$ cat config.mk
export PLATFORM = sky130hd
export DESIGN_NAME = fetch_stage
export DESIGN_NICKNAME = d
export VERILOG_FILES = /design/src/rtl/cpu_pkg.sv /design/src/rtl/if_id_reg.sv /design/src/rtl/fetch_stage.sv
export SDC_FILE = /design/constraint.sdc
export NUM_CORES = 1
export LEC_CHECK = 0
export ABC_CLOCK_PERIOD_IN_PS = 2300
export CAP_MARGIN = 20
export CORE_MARGIN = 4
export CORE_UTILIZATION = 47
export CTS_BUF_LIST = sky130_fd_sc_hd__clkbuf_4
export DETAILED_ROUTE_END_ITERATION = 7
export PLACE_DENSITY = 0.81
export SYNTH_ARGS = -nofsm -noshare
export SYNTH_HDL_FRONTEND = slang
export SYNTH_HIERARCHICAL = 1
export SYNTH_SLANG_ARGS = --single-unit
$ cat constraint.sdc
create_clock -name clk -period 2.3 [get_ports clk]
set_input_delay 0.46 -clock clk [delete_from_list [all_inputs] [get_ports clk]]
set_output_delay 0.46 -clock clk [all_outputs]
set_load 0.01 [all_outputs]
$ cat src/rtl/cpu_pkg.sv
// Shared CPU pipeline types: fetch FSM states, IF/ID bundle and fetch constants.
package cpu_pkg;

  typedef enum logic [1:0] {
    RUN   = 2'd0,
    HALT  = 2'd1,
    FAULT = 2'd2
  } fetch_state_e;

  localparam logic [31:0] NOP_INSTR        = 32'h0000_0000;
  localparam logic [31:0] DEFAULT_RESET_PC = 32'h0000_0000;

  typedef struct packed {
    logic        valid;
    logic [31:0] pc;
    logic [31:0] pc_plus4;
    logic [31:0] instr;
  } if_id_t;

  function automatic if_id_t if_id_bubble();
    if_id_t b;
    b.valid    = 1'b0;
    b.pc       = 32'h0000_0000;
    b.pc_plus4 = 32'h0000_0000;
    b.instr    = NOP_INSTR;
    return b;
  endfunction

endpackage

$ cat src/rtl/if_id_reg.sv
// IF/ID pipeline register; flush inserts a bubble and takes priority over hold.
module if_id_reg
  import cpu_pkg::*;
(
  input  logic   clk,
  input  logic   rst,
  input  logic   i_flush,
  input  logic   i_hold,
  input  if_id_t i_d,
  output if_id_t o_q
);

  if_id_t r_q;

  always_ff @(posedge clk) begin
    if (rst) begin
      r_q <= if_id_bubble();
    end else if (i_flush) begin
      r_q <= if_id_bubble();
    end else if (i_hold) begin
      r_q <= r_q;
    end else begin
      r_q <= i_d;
    end
  end

  assign o_q = r_q;

endmodule

$ cat src/rtl/fetch_stage.sv
// Instruction fetch: PC register, next-PC selection and RUN/HALT/FAULT control
// feeding the IF/ID register.
module fetch_stage
  import cpu_pkg::*;
#(
  parameter logic [31:0] RESET_PC = DEFAULT_RESET_PC
) (
  input  logic        clk,
  input  logic        rst,
  output logic [31:0] imem_addr,
  input  logic [31:0] imem_data,
  input  logic        stall,
  input  logic        redirect,
  input  logic [31:0] redirect_pc,
  input  logic        halt_req,
  output logic        if_valid,
  output logic [31:0] if_pc,
  output logic [31:0] if_pc_plus4,
  output logic [31:0] if_instr,
  output logic        halted,
  output logic        fault
);

  fetch_state_e r_state;
  logic [31:0]  r_pc;
  logic         r_halted;
  logic         r_fault;

  logic [31:0]  w_pc_plus4;
  logic         w_misalign;
  logic         w_flush;
  logic         w_hold;
  if_id_t       w_d;
  if_id_t       w_q;

  assign w_pc_plus4 = r_pc + 32'd4;
  assign w_misalign = redirect && (redirect_pc[1:0] != 2'b00);

  always_comb begin
    w_flush = 1'b0;
    w_hold  = 1'b0;
    case (r_state)
      RUN: begin
        if (redirect) begin
          w_flush = 1'b1;
        end else if (stall) begin
          w_hold = 1'b1;
        end else begin
          w_flush = 1'b0;
        end
      end
      default: w_flush = 1'b1;
    endcase
  end

  assign w_d = '{valid: 1'b1, pc: r_pc, pc_plus4: w_pc_plus4, instr: imem_data};

  // A misaligned redirect faults without moving the PC; FAULT only leaves on rst.
  always_ff @(posedge clk) begin
    if (rst) begin
      r_state  <= RUN;
      r_pc     <= RESET_PC;
      r_halted <= 1'b0;
      r_fault  <= 1'b0;
    end else begin
      case (r_state)
        RUN: begin
          if (w_misalign) begin
            r_state  <= FAULT;
            r_halted <= 1'b1;
            r_fault  <= 1'b1;
          end else if (redirect) begin
            r_pc <= redirect_pc;
          end else if (stall) begin
            r_pc <= r_pc;
          end else if (halt_req) begin
            r_pc     <= w_pc_plus4;
            r_state  <= HALT;
            r_halted <= 1'b1;
          end else begin
            r_pc <= w_pc_plus4;
          end
        end
        HALT: begin
          if (w_misalign) begin
            r_state  <= FAULT;
            r_halted <= 1'b1;
            r_fault  <= 1'b1;
          end else if (redirect) begin
            r_pc     <= redirect_pc;
            r_state  <= RUN;
            r_halted <= 1'b0;
          end else begin
            r_pc <= r_pc;
          end
        end
        FAULT: begin
          r_pc <= r_pc;
        end
        default: begin
          r_state  <= FAULT;
          r_halted <= 1'b1;
          r_fault  <= 1'b1;
        end
      endcase
    end
  end

  if_id_reg u_if_id_reg (
    .clk     (clk),
    .rst     (rst),
    .i_flush (w_flush),
    .i_hold  (w_hold),
    .i_d     (w_d),
    .o_q     (w_q)
  );

  assign imem_addr   = r_pc;
  assign if_valid    = w_q.valid;
  assign if_pc       = w_q.pc;
  assign if_pc_plus4 = w_q.pc_plus4;
  assign if_instr    = w_q.instr;
  assign halted      = r_halted;
  assign fault       = r_fault;

endmodule

# Word-level counts from Yosys, hierarchy flattened
# Index checks and enable logic that the tools add are counted.
# totals
regBits	133
in_bits	69
# classes
add_sub_neg	1
n_eq_ne	11
muxes	27
bitwise_logic	1
n_reduce_logical	9
# ops
cell	n
$mux 32	5
$pmux 32 s2	1
$add 32x3->32 const B	1
$ne 3x3->1 const B	5
$mux 1	12
$mux 2	6
$reduce_and 5->1	2
$ne 2x2->1 const B	3
$pmux 2 s3	1
$reduce_bool 2->1	2
$reduce_or 2->1	2
$pmux 1 s3	1
$eq 2x1->1 const B	1
$eq 2x2->1 const B	1
$logic_not 2->1	1
$ne 2x1->1 const B	1
$pmux 1 s2	1
$reduce_and 2->1	1
$logic_and 1x1->1	1
$not 1->1	1

# Depth between registers and ports, before layout
# depth
ltp_word	5
ltp_mapped	8
depth_no_buf	8

# Cells and area by module
# The synthesis kept the hierarchy.
# by_module_without_submodules
module	instances	cells_each	area_per_inst_um2	seq_area_each_um2
if_id_reg	1	314	3444.6	1941.9
fetch_stage	1	330	2483.6	720.7

# Worst setup path before layout
# No wires, ideal clock.
# synth_timing
path_type	reg-to-reg
from	register r_pc[10], in the netlist imem_addr[10]
to	register u_if_id_reg.r_q (netlist bit u_if_id_reg/o_q[60])
setup_ps	128
t_arrival_ps	2017
required_ps	2172
path_slack_ps	155
path_stages_with_launch	8
n_path_buf	1
synth_period_minus_slack_ps	2145
cell_sequence	dfxtp_1 buf_2 nand4_4 or4_4 or4_4 xnor2_1 mux2i_1 nor2_1
# synth_between
elab_chain_cells	1
# synth_rtl
element	line_no	source
from (decl)	fetch_stage.sv:25	logic [31:0] r_pc;
from (signal assigned)	fetch_stage.sv:73	r_pc <= redirect_pc;
from (signal assigned)	fetch_stage.sv:75	r_pc <= r_pc;
from (signal assigned)	fetch_stage.sv:77	r_pc <= w_pc_plus4;
$add 32x3->32	fetch_stage.sv:36	assign w_pc_plus4 = r_pc + 32'd4;
named net w_pc_plus4[28]	fetch_stage.sv:29	logic [31:0] w_pc_plus4;
to (signal assigned)	if_id_reg.sv:19	r_q <= if_id_bubble();
to (signal assigned)	if_id_reg.sv:21	r_q <= r_q;
to (signal assigned)	if_id_reg.sv:23	r_q <= i_d;
to (decl)	if_id_reg.sv:13	if_id_t r_q;
# The timed path passes the listed nets, and every way through them passes these cells.
# A chain may end at the register's enable or synchronous reset.

# Final worst setup path
# layout_timing
from	register r_pc[4], in the netlist imem_addr[4]
to	output port imem_addr[4]
# layout_lines
element	line_no	source
to (decl)	fetch_stage.sv:10	output logic [31:0] imem_addr,
# No word-level cell between the ends.

==> flow_summary.ini <==
[die]
dieArea_mm2 = 0.0145
start_util = 0.487
die_h_um = 120
io_pins = 200
core_area_mm2 = 0.0122
die_x_um = 120
core.rowCount = 40

[sta]
whs_ps = 477
layout_min_cycle_time_ps = 2160
worst_pin_slew_ps = 591
hold_viol_final = 0
maxSlewHeadroom = 0.602
period_share = 0.939
setup_viol = 0
max_freq_mhz = 463
skew_ps = 18.3
tns_ps = 0
final-max-slew-violation-count = 0
rsz0062_at_grt = false

[layout]
layout_commonest_cell = clkdlybuf4s50_1
drive_gt1_frac = 0.128
fin_cells = 1068
final_area_mm2 = 0.00882
fillers = 935
syn_to_final_growth_pct = 48.8
nNetsFinal = 956
final_cell_mix = 199 x clkdlybuf4s50_1, 133 x dfxtp_1, 127 x nor2_1, 98 x mux2i_1, 58 x buf_4

[yosys]
synth_edf_count = 0
synth-seq-cells = 133
yosys.area.top_type = dfxtp_1
synth_compound_area_frac = 0.0914
syn_avg_cell_area_um2 = 9.21
synthSimpleGateAreaFrac = 0.197
synthMuxAreaShare = 0.169
synthXorXnorAreaFrac = 0.0414
synth_cell_type_count = 56
synthFlopType = dfxtp_1
syn_area_mm2 = 0.00593
seq_area_frac_synth = 0.449
synth.area.top_cells = dfxtp_1 45%, mux2i_1 17%, nor2_1 8.2%, xnor2_1 2.5%, nand2_1 2.2%
synth_fa_ha_area_frac = 0.00211
syn_inst = 644
synth_top_family_by_area = simple AND/OR/NAND/NOR gates
synth_top_area_frac = 0.449
synth_async_sr_flop_share = 0
syn_nets = 714
yosys_warnings = 6

[pwr]
power_density_mw_per_mm2 = 553
p_leak_nw = 3.21
power_mw = 4.87
ir_worst_vdd_mv = 0.350

[job]
maxCapViolations = 0

[placed_design]
gp_congestion = 0.905
dp.cells = 1035
postPlaceCellArea_mm2 = 0.00855
io_buffers = 199
detailed_place_hpwl_mm = 13.8

[global_route]
grt_max_degree = 51
overflow = 0
grt_use_total = 0.249
grt_pass1_vias = 5980
grt_pass1_wl_mm = 28.9
grt_antenna_before_repair = 1

[clock_tree]
ctsResizeCount = 0
clock-sinks = 133
clk_path_buf_depth = 2
numCtsBuffers = 17
insertion_delay_ps = 550
clockRootBuffer = clkbuf_4
path_clk_slew_ps = 110
cts_tree = built
cts_setup_buffers = 0
ctsHoldBuffers = 0
htree_num_levels = 4

[worst_setup_path]
critPathSlowestCell = clkdlybuf4s50_1
cp.buffers_inverters = 1
worstSetupEndpointType = primary output
path_cells = clkdlybuf4s50_1
slowest_delay_ps = 620
crit_family = buffers and inverters
cp-start-kind = register
required_ps = 1840
worst_ep_arrival_time_ps = 1700
path_class = reg2out
worstPathMaxFanout = 10

[routing]
vias_per_cell = 5.35
avgRoutedWirePerCell_um = 16.9
ant_nets = 0
vias = 5717
drtPass1Iterations = 5
drtIter0Drc = 351
drc = 0
drt_wl_total_mm = 18.0

[min_path]
hold_class = reg2reg

[run_status]
status = finished, final reports clean
synth_stat cells (3+ instances only):
| cell | number |
|---|---|
| a21o_1 | 3 |
| a21oi_1 | 22 |
| a22oi_1 | 5 |
| a31oi_1 | 5 |
| and3_1 | 3 |
| and4_1 | 4 |
| buf_2 | 13 |
| buf_4 | 3 |
| buf_6 | 9 |
| clkbuf_1 | 20 |
| dfxtp_1 | 133 |
| inv_1 | 6 |
| mux2i_1 | 98 |
| nand2_1 | 34 |
| nand2b_1 | 5 |
| nand3_1 | 19 |
| nand3b_1 | 4 |
| nand4_1 | 5 |
| nor2_1 | 129 |
| nor3_1 | 14 |
| nor4_1 | 9 |
| o21ai_0 | 19 |
| o31a_1 | 5 |
| o31ai_1 | 4 |
| o41ai_1 | 4 |
| or3_1 | 4 |
| or4_4 | 3 |
| xnor2_1 | 17 |
| xor2_1 | 11 |
registers in the layout, summed over array words and instances, names as in the netlist:
register,cells
fault,1
halted,1
imem_addr,32
r_state,2
u_if_id_reg/o_q,97
where the power goes:
part	switching (mW)	internal (mW)	total, mW
combinational	0.421	0.505	0.926
clock	0.824	0.677	1.50
sequential	0.0646	2.38	2.45
total	1.31	3.57	4.87
metrics by stage:
stage / util / setup slack (ps)
5_1_grt: 0.725 / 20.0
3_5_place_dp: 0.703 / -120
4_1_cts: 0.725 / 92.5
3_3_place_gp: 0.703 / -95.6
2_1_floorplan: - / 155
6_report: 0.725 / 140
final timing paths:
kind / from / cells after the start / to / slack (ps)
setup / recovery: imem_addr[4] / 1 / imem_addr[4] / 140
hold / removal: fault / 2 / fault / 480
setup reg to reg: imem_addr[12] / 5 / imem_addr[29] / 160
hold reg to reg: fault / 2 / fault / 480
area by class of cell:
cell class | count | area (um^2) | share of cell area
inverter | 6 | 22.5 | 0.00255
tap | 168 | 210 | 0.0238
timing repair buffer | 269 | 2670 | 0.302
clock buffer | 21 | 158 | 0.0179
multi-input combinational | 459 | 2990 | 0.339
antenna | 1 | 2.50 | 0.000284
clock inverter | 11 | 110 | 0.0125
sequential | 133 | 2660 | 0.302
per-layer routing:
layer  global-route usage  wire (um)  vias up
met5                    0          0        -
met4                0.123        571        0
met3               0.0622       1180       40
met2                0.422       8870      228
met1                0.294       7380     2711
li1                     -          -     2738
logic make-up after synthesis:
| kind of cell | count (synthesis) |
|---|---|
| AOI/OAI and AO/OA | 83 |
| DFF | 133 |
| other | 1 |
| buffers and inverters | 52 |
| xor gates and xnor gates | 28 |
| adders and majority gates | 1 |
| and+or+nand+nor | 246 |
| muxes | 100 |
No activity file was read; power rests on OpenSTA's default activity.
